==> src/rtl/if_stage_pkg.sv <==
// Shared definitions for the IF pipeline stage: default bus widths, the
// stale-response counter limits and the counter next-value helper.
package if_stage_pkg;

    localparam int unsigned PC_W_DEF   = 32;
    localparam int unsigned INST_W_DEF = 32;
    localparam int unsigned EXC_W_DEF  = 16;

    // The stale-response counter is two bits wide; 3 means the counter is full.
    localparam int unsigned            DISCARD_W   = 2;
    localparam logic [DISCARD_W-1:0]   DISCARD_MAX = 2'd3;

    // Unclamped next value of the stale-response counter. A decrement is
    // ignored when the counter is already empty. One extra bit is kept so
    // that overflow stays visible to the caller.
    function automatic logic [DISCARD_W:0] discard_sum(
        input logic [DISCARD_W-1:0] cnt,
        input logic                 inc0,
        input logic                 inc1,
        input logic                 dec
    );
        logic dec_eff;
        dec_eff = dec && (cnt != '0);
        return {1'b0, cnt} + {{DISCARD_W{1'b0}}, inc0} + {{DISCARD_W{1'b0}}, inc1}
               - {{DISCARD_W{1'b0}}, dec_eff};
    endfunction

endpackage

==> src/rtl/if_stage_discard_cnt.sv <==
// Stale-response counter. It counts the instruction SRAM responses that still
// belong to killed fetches, so that those responses can be dropped later.
// It takes up to two increments per cycle (the current IF entry and the PreIF
// entry) and one decrement (a dropped response). It saturates at 3.
module if_discard_cnt
    import if_stage_pkg::*;
(
    input  logic clk,
    input  logic rst,
    input  logic inc0_i,
    input  logic inc1_i,
    input  logic dec_i,
    output logic zero_o
);

    logic [DISCARD_W-1:0] cnt_q;
    logic [DISCARD_W-1:0] cnt_d;
    logic [DISCARD_W:0]   sum;

    // Net update of the counter, clamped at the limit
    always_comb begin
        sum   = discard_sum(cnt_q, inc0_i, inc1_i, dec_i);
        cnt_d = (sum > {1'b0, DISCARD_MAX}) ? DISCARD_MAX : sum[DISCARD_W-1:0];
    end

    // Counter register
    always_ff @(posedge clk) begin
        // NOTE: state registers use non-blocking assignments. Every flop then
        // samples values from before the edge, whatever order the blocks run in.
        if (rst) begin
            cnt_q <= '0;
        end else begin
            cnt_q <= cnt_d;
        end
    end

    assign zero_o = (cnt_q == '0);

    // If the counter reaches its limit, killed responses are being tracked
    // deeper than the memory interface can have outstanding.
    assert property (@(posedge clk) disable iff (rst) (sum < {1'b0, DISCARD_MAX}));

endmodule

==> src/rtl/if_stage.sv <==
// Instruction-fetch pipeline stage, placed between PreIF and ID. It takes one
// fetch entry per handshake and waits for the instruction SRAM response. It
// buffers the instruction while ID stalls, and it drops responses that belong
// to fetches killed by a flush. It also sends the sequential-PC hint back to
// PreIF.
module if_stage
    import if_stage_pkg::*;
#(
    parameter int unsigned PC_W   = PC_W_DEF,
    parameter int unsigned INST_W = INST_W_DEF,
    parameter int unsigned EXC_W  = EXC_W_DEF
) (
    input  logic              clk,
    input  logic              rst,
    input  logic              preif_valid_i,
    input  logic              preif_req_i,
    input  logic [PC_W-1:0]   preif_pc_i,
    input  logic              preif_excep_en_i,
    input  logic [EXC_W-1:0]  preif_excep_type_i,
    output logic              now_allowin_o,
    input  logic              flush_i,
    input  logic              inst_sram_data_ok_i,
    input  logic [INST_W-1:0] inst_sram_rdata_i,
    input  logic              next_allowin_i,
    output logic              now_to_next_valid_o,
    output logic [PC_W-1:0]   id_pc_o,
    output logic [INST_W-1:0] id_inst_o,
    output logic              id_excep_en_o,
    output logic [EXC_W-1:0]  id_excep_type_o,
    output logic              order_we_o,
    output logic [PC_W-1:0]   order_pc_o
);

    logic              valid_q,    valid_d;
    logic              req_q,      req_d;
    logic [PC_W-1:0]   pc_q,       pc_d;
    logic              exc_en_q,   exc_en_d;
    logic [EXC_W-1:0]  exc_type_q, exc_type_d;
    logic [INST_W-1:0] ibuf_q,     ibuf_d;
    logic              ibuf_vld_q, ibuf_vld_d;
    logic              order_q,    order_d;

    logic discard_zero;
    logic data_hit;
    logic drop;
    logic ready_go;
    logic accept;
    logic leave;
    logic capture;
    logic kill_cur;
    logic kill_pre;

    // Handshake, response classification and flush bookkeeping
    always_comb begin
        data_hit            = inst_sram_data_ok_i && discard_zero;
        drop                = inst_sram_data_ok_i && !discard_zero;
        ready_go            = valid_q && (!req_q || exc_en_q || ibuf_vld_q || data_hit);
        now_allowin_o       = !valid_q || (ready_go && next_allowin_i);
        now_to_next_valid_o = valid_q && ready_go && !flush_i;
        accept              = preif_valid_i && now_allowin_o && !flush_i;
        leave               = now_to_next_valid_o && next_allowin_i;
        // The response arrived but ID did not take it, so keep it until ID does.
        capture             = valid_q && req_q && !ibuf_vld_q && data_hit && !leave;
        // A flushed fetch whose response is still outstanding must be dropped later.
        kill_cur            = flush_i && valid_q && req_q && !ibuf_vld_q && !data_hit;
        kill_pre            = flush_i && preif_valid_i && preif_req_i;
    end

    // Next state of the stage registers: flush, then accept, then handoff, then capture
    always_comb begin
        // NOTE: each next-state signal starts from its current value. Then
        // every path through the block assigns it, and no latch is inferred.
        valid_d    = valid_q;
        req_d      = req_q;
        pc_d       = pc_q;
        exc_en_d   = exc_en_q;
        exc_type_d = exc_type_q;
        ibuf_d     = ibuf_q;
        ibuf_vld_d = ibuf_vld_q;
        order_d    = order_q;
        if (flush_i) begin
            valid_d    = 1'b0;
            ibuf_vld_d = 1'b0;
            order_d    = 1'b0;
        end else if (accept) begin
            valid_d    = 1'b1;
            req_d      = preif_req_i;
            pc_d       = preif_pc_i;
            exc_en_d   = preif_excep_en_i;
            exc_type_d = preif_excep_type_i;
            ibuf_vld_d = 1'b0;
            order_d    = preif_req_i;
        end else if (leave) begin
            valid_d    = 1'b0;
            ibuf_vld_d = 1'b0;
            order_d    = 1'b0;
        end else if (capture) begin
            ibuf_d     = inst_sram_rdata_i;
            ibuf_vld_d = 1'b1;
        end
    end

    // Stage registers
    always_ff @(posedge clk) begin
        if (rst) begin
            valid_q    <= 1'b0;
            req_q      <= 1'b0;
            pc_q       <= '0;
            exc_en_q   <= 1'b0;
            exc_type_q <= '0;
            ibuf_q     <= '0;
            ibuf_vld_q <= 1'b0;
            order_q    <= 1'b0;
        end else begin
            valid_q    <= valid_d;
            req_q      <= req_d;
            pc_q       <= pc_d;
            exc_en_q   <= exc_en_d;
            exc_type_q <= exc_type_d;
            ibuf_q     <= ibuf_d;
            ibuf_vld_q <= ibuf_vld_d;
            order_q    <= order_d;
        end
    end

    if_discard_cnt u_discard_cnt (
        .clk    (clk),
        .rst    (rst),
        .inc0_i (kill_cur),
        .inc1_i (kill_pre),
        .dec_i  (drop),
        .zero_o (discard_zero)
    );

    // Outputs to ID and the sequential-PC hint to PreIF
    always_comb begin
        id_pc_o         = pc_q;
        id_excep_en_o   = exc_en_q;
        id_excep_type_o = exc_type_q;
        id_inst_o       = ibuf_vld_q ? ibuf_q : (req_q ? inst_sram_rdata_i : '0);
        order_we_o      = order_q && valid_q;
        order_pc_o      = pc_q;
    end

endmodule

==> config.mk <==
export PLATFORM = sky130hd
export DESIGN_NAME = if_stage
export DESIGN_NICKNAME = d
export VERILOG_FILES = /design/src/rtl/if_stage_pkg.sv /design/src/rtl/if_stage_discard_cnt.sv /design/src/rtl/if_stage.sv
export SDC_FILE = /design/constraint.sdc
export NUM_CORES = 1
export LEC_CHECK = 0
export BUFFER_PORTS_ARGS = -buffer_cell sky130_fd_sc_hd__buf_2
export CORE_ASPECT_RATIO = 0.6
export CORE_MARGIN = 2
export CORE_UTILIZATION = 35
export DETAILED_ROUTE_END_ITERATION = 12
export PLACE_DENSITY_LB_ADDON = 0.2
export SKIP_LAST_GASP = 1
export SLEW_MARGIN = 20
export SYNTH_ARGS = -nofsm -noshare
export SYNTH_HDL_FRONTEND = slang
export SYNTH_SLANG_ARGS = --single-unit
==> constraint.sdc <==
create_clock -name clk -period 2.5 [get_ports clk]
set_input_delay 0.25 -clock clk [delete_from_list [all_inputs] [get_ports clk]]
set_output_delay 0.25 -clock clk [all_outputs]
set_load 0.01 [all_outputs]
======== Word level (Yosys, flattened, before mapping) ========
Cells that the tools add are included.
storage, ports and cells
  memories kept ........................... 0
  word-level logic and storage cells ...... 61
  RAM bits ................................ 0
  flip-flop bits (word level) ............. 87
  ROM bits ................................ 0
  bits in latches ......................... 0
  input port bits ......................... 88
cells by class
  $mul .................................... 0
  mux-type cells .......................... 6
  divide/modulo/power cells ............... 0
  $add $sub $neg .......................... 3
  bitwise logic cells ..................... 3
  reductions and logical operators ........ 39
  shift operators ......................... 0
  eq/ne operators ......................... 0
  magnitude comparators ................... 1
operator list
  operator            number
  $mux 32             2
  $logic_and 1x1->1   21
  $logic_not 1->1     7
  $logic_or 1x1->1    4
  $reduce_and 4->1    1
  $reduce_bool 2->1   2
  $reduce_or 4->1     1
  $add 2x1->3         1
  $add 3x1->3         1
  $gt 3x2->1 const B  1
  $mux 1              3
  $not 1->1           3
  $sub 3x1->3         1
  $logic_not 2->1     1
  $mux 2              1
  $reduce_and 2->1    1
  $reduce_or 2->1     1

======== Logic depth before layout (Yosys ltp) ========
  depth after elaboration ................. 11
  gate-level depth with buffers ........... 8
  gate-level depth less buffers ........... 8

======== Hierarchy ========
Synthesis repeated with hierarchy kept, for this count alone.
unflattened totals
  cells, all modules ...................... 490
  area total of the unflattened synthesis .. 3,952.5 sq um
by module, submodules not included
  module          area an instance (sq um)  instances  sequential area each (sq um)  cells each
  if_stage        3,808.7                   1          1,701.6                       474
  if_discard_cnt  143.9                     1          40.0                          16

======== Worst setup path after synthesis ========
Ideal clock, no wire load.
  kind .................................... reg-to-reg
  from .................................... register u_discard_cnt.cnt_q[1]
  to ...................................... register u_discard_cnt.cnt_q[0]
  arrival time ............................ 1.866 ns
  required time ........................... 2.378 ns
  slack ................................... 0.512 ns
  cell stages (with the launch flop) ...... 9
  path through ............................ dfxtp_1 > o21a_1 > ha_1 > inv_1 > fa_1 > fa_1 > xnor2_1 > nor2_1 > nor2_1
between the ends
  longest elaborated chain between the ends .. 9
  elaborated cells between the ends (all ways) .. 13
  classes of those cells .................. 3 x add/sub; 1 x order compare; 1 x mux; 8 x reduce/logical
RTL lines
  element                 RTL line                    RTL
  from (decl)             if_stage_discard_cnt.sv:16  logic [DISCARD_W-1:0] cnt_q;
  from (signal assigned)  if_stage_discard_cnt.sv:33  cnt_q <= cnt_d;
  $logic_not 2->1         if_stage_discard_cnt.sv:37  assign zero_o = (cnt_q == '0);
  $logic_and 1x1->1       if_stage.sv:55              data_hit = inst_sram_data_ok_i && discard_zero;
  $logic_not 1->1         if_stage.sv:65              kill_cur = flush_i && valid_q && req_q && !ibuf_vld_q && !data_hit;
  $logic_and 1x1->1       if_stage.sv:65
  $add 2x1->3             if_stage_pkg.sv:24          return {1'b0, cnt} + {{DISCARD_W{1'b0}}, inc0} + {{DISCARD_W{1'b0}}, inc1}
  $add 3x1->3             if_stage_pkg.sv:24
  $sub 3x1->3 (*)         if_stage_pkg.sv:25          - {{DISCARD_W{1'b0}}, dec_eff};
  $gt 3x2->1              if_stage_discard_cnt.sv:23  cnt_d = (sum > {1'b0, DISCARD_MAX}) ? DISCARD_MAX : sum[DISCARD_W-1:0];
  $mux 2 (*)              if_stage_discard_cnt.sv:23
Mark *: on every way between the ends. The rest lies on a longest branch, timed or not.
A chain may end at the register's enable or synchronous reset.

======== Worst setup path in the final report ========
  from .................................... register u_discard_cnt.cnt_q[1]
  to ...................................... register u_discard_cnt.cnt_q[1]
Same word-level chain as after synthesis.

==> results_dict.tcl <==
set metrics [dict create \
    status "finished clean" \
    whs_ps 173 \
    start_kind "flip-flop" \
    fp.dieArea_um2 14600 \
    cp_top_family "adder cells" \
    netlist_instances 509 \
    start_util_pct 36.5 \
    die_w_um 155 \
    gp_congestion 0.783 \
    drt-initial-drc-count 138 \
    slew_viol_final 0 \
    syn_avg_cell_area_um2 9.36 \
    placed_area_um2 5550 \
    clk_pin_slew_ps 70 \
    cts_buffers 9 \
    grtUsageTotal_pct 15.0 \
    cp-end-kind "flip-flop" \
    n_antenna_cell 0 \
    path_cells "nor3b_4 > nor3_1 > fa_1 > fa_1 > xnor2_1 > nor2_1 > nor2_1" \
    drive_above_1_share_pct 34.4 \
    ys_seq_elements 87 \
    fmax_mhz 455 \
    hold_viol 0 \
    antenna_found_initial 0 \
    cp_data_arrival_time_ps 2400 \
    drt-pass1-iter-count 4 \
    tritoncts "built" \
    netlist_area_um2 4760 \
    port-buffer-count 203 \
    drt-wirelength-per-cell_um 13.5 \
    cts_resized 0 \
    tightest_slew_ps 509 \
    ys_types 32 \
    syn_to_final_growth_pct 22.4 \
    fp.coreArea_um2 13100 \
    p_per_area_nw_per_um2 580 \
    holdBufCountCts 0 \
    slew_headroom_pct 66.1 \
    drcViolationCount 0 \
    finalClockSkew_ps 8.22 \
    drv_cap 0 \
    crit_type "reg -> reg" \
    clock_latency_ps 330 \
    setup_viol 0 \
    ys_seq_area_share_pct 36.6 \
    finalCritPeriodShare_pct 88.0 \
    viasPerCell 4.58 \
    num_rows 32 \
    tns_ps 0 \
    path_max_fanout 8 \
    die_h_um 94.4 \
    required_ps 2700 \
    worst-path-buf-inv 0 \
    syn-num-nets 600 \
    rsz0062_at_grt "no" \
    hp-class "in -> reg" \
    nets 750 \
    top_level_ports 204 \
    vias 3807 \
    grt_max_degree 69 \
    vdd_drop_max_mv 0.300 \
    antenna_left 0 \
    routed_wl_um 11200 \
    yosysWarningCount 0 \
    post_cts_buffers 0 \
    final.min_clock_period_ps 2200 \
    cts.sinks 87 \
    htreeDepth 3 \
    p_leak_uw 0.00261 \
    grt-ovfl-total 0 \
    dp_hpwl_um 8100 \
    grt_pass1_vias 3708 \
    slowest_delay_ps 420 \
    grt_pass1_wl_um 17700 \
    clockBufferDepth 2 \
    root_buffer "clkbuf_16" \
    slowest_stage "fa_1" \
    post-route-cell-area_um2 5830 \
]
cell usage after synthesis:
| master | n | area, um2 |
|---|---|---|
| buf_2 | 4 | 20.0 |
| fa_1 | 2 | 40.0 |
| buf_4 | 32 | 240 |
| and4_1 | 1 | 8.76 |
| o311a_2 | 1 | 11.3 |
| nor2_1 | 5 | 18.8 |
| dfxtp_1 | 87 | 1740 |
| a41oi_1 | 1 | 8.76 |
| ha_1 | 1 | 12.5 |
| nand2_1 | 35 | 131 |
| o211ai_1 | 1 | 7.51 |
| nor2b_1 | 2 | 12.5 |
| buf_6 | 2 | 22.5 |
| o21a_1 | 1 | 7.51 |
| nor3b_4 | 1 | 18.8 |
| mux2i_1 | 82 | 821 |
| buf_1 | 1 | 3.75 |
| nand3_1 | 2 | 10.0 |
| o21ai_0 | 16 | 80.1 |
| and2_1 | 2 | 12.5 |
| nor3b_1 | 2 | 15.0 |
| buf_12 | 8 | 160 |
| nand2b_1 | 168 | 1050 |
| o22ai_1 | 1 | 6.26 |
| o31ai_1 | 1 | 7.51 |
| clkbuf_1 | 24 | 90.1 |
| inv_1 | 3 | 11.3 |
| o211a_1 | 1 | 10.0 |
| a22o_1 | 17 | 149 |
| nor3_1 | 3 | 15.0 |
| xnor2_1 | 1 | 8.76 |
| nand4bb_1 | 1 | 11.3 |
cells in the final DEF, fill, tap and decap left out, drive strengths merged:
cell type / n
buf: 210
nand2b: 168
dfxtp: 87
mux2i: 82
nand2: 35
a22o: 17
o21ai: 16
clkbuf: 10
nor2: 5
nor3: 3
inv: 3
nor3b: 3
nand3: 2
nor2b: 2
and2: 2
fa: 2
clkinv: 2
o21a: 1
o31ai: 1
and4: 1
nand4bb: 1
o211a: 1
xnor2: 1
o311a: 1
a41oi: 1
o211ai: 1
o22ai: 1
ha: 1
bufinv: 1
clkinvlp: 1
power by group:
| part | switching [uW] | leakage, uW | total (uW) | internal [uW] |
|---|---|---|---|---|
| Combinational | 281 | 0.00176 | 552 | 271 |
| Sequential | 55.9 | 0.000708 | 1500 | 1450 |
| Clock | 540 | 0.000140 | 1330 | 787 |
flip-flops by register name, summed over array words and instances, names as in the netlist:
| name | cells |
|---|---|
| ibuf_q | 32 |
| id_pc_o | 32 |
| id_excep_type_o | 16 |
| u_discard_cnt.cnt_q | 2 |
| ibuf_vld_q | 1 |
| id_excep_en_o | 1 |
| order_q | 1 |
| req_q | 1 |
| valid_q | 1 |
stage by stage:
step | util [%] | instances | worst slack, ps | power (uW)
after floorplan | - | 509 | 512 | 1910
after global placement | 42.5 | 818 | 443 | 2070
after detailed placement | 42.5 | 818 | 316 | 2090
after CTS | 44.7 | 832 | 304 | 3430
after global routing | 44.7 | 832 | 166 | 3560
final | 44.7 | 832 | 301 | 3380
worst min-delay path: cells and delay by family:
kind,cells,cell delay [ps]
multiplexers,1,60
AND/OR/NAND/NOR,1,50
buffers and inverters,1,100
cell families after synthesis:
| logic type | count (synthesis) | share of synthesized area [%] |
|---|---|---|
| multiplexers | 82 | 17.2 |
| AO/OA/AOI/OAI | 40 | 6.04 |
| adder cells (fa/ha/maj) | 3 | 1.10 |
| AND/OR/NAND/NOR | 222 | 27.4 |
| flip-flops | 87 | 36.6 |
| buffers and inverters | 74 | 11.5 |
| XOR/XNOR | 1 | 0.184 |
layer usage:
metal	GRT usage [%]	part of all wire, %
met3	5.19	7.9
met2	24.4	45
met5	0	0
met1	19.1	46
met4	4.32	1.3
final cells by class:
cell class	count	area, um2
clock inverters	4	47.5
flip-flops and latches	87	1740
multi-input cells	348	2480
repair buffers	210	1100
inverters	3	11.3
fillers	1278	7220
well taps	170	213
clock buffers	10	239
worst paths after layout:
check / start / end / slack [ps] / cells after the start
hold reg to reg: id_excep_type_o[7]$_SDFFE_PP0P_ / id_excep_type_o[7]$_SDFFE_PP0P_ / 470 / 2
setup reg to reg: u_discard_cnt.cnt_q[1]$_SDFF_PP0_ / u_discard_cnt.cnt_q[1]$_SDFF_PP0_ / 300 / 7
hold / removal: preif_excep_type_i[6] / id_excep_type_o[6]$_SDFFE_PP0P_ / 170 / 3
setup / recovery: u_discard_cnt.cnt_q[1]$_SDFF_PP0_ / u_discard_cnt.cnt_q[1]$_SDFF_PP0_ / 300 / 7
No activity file was read; power rests on OpenSTA's default activity.
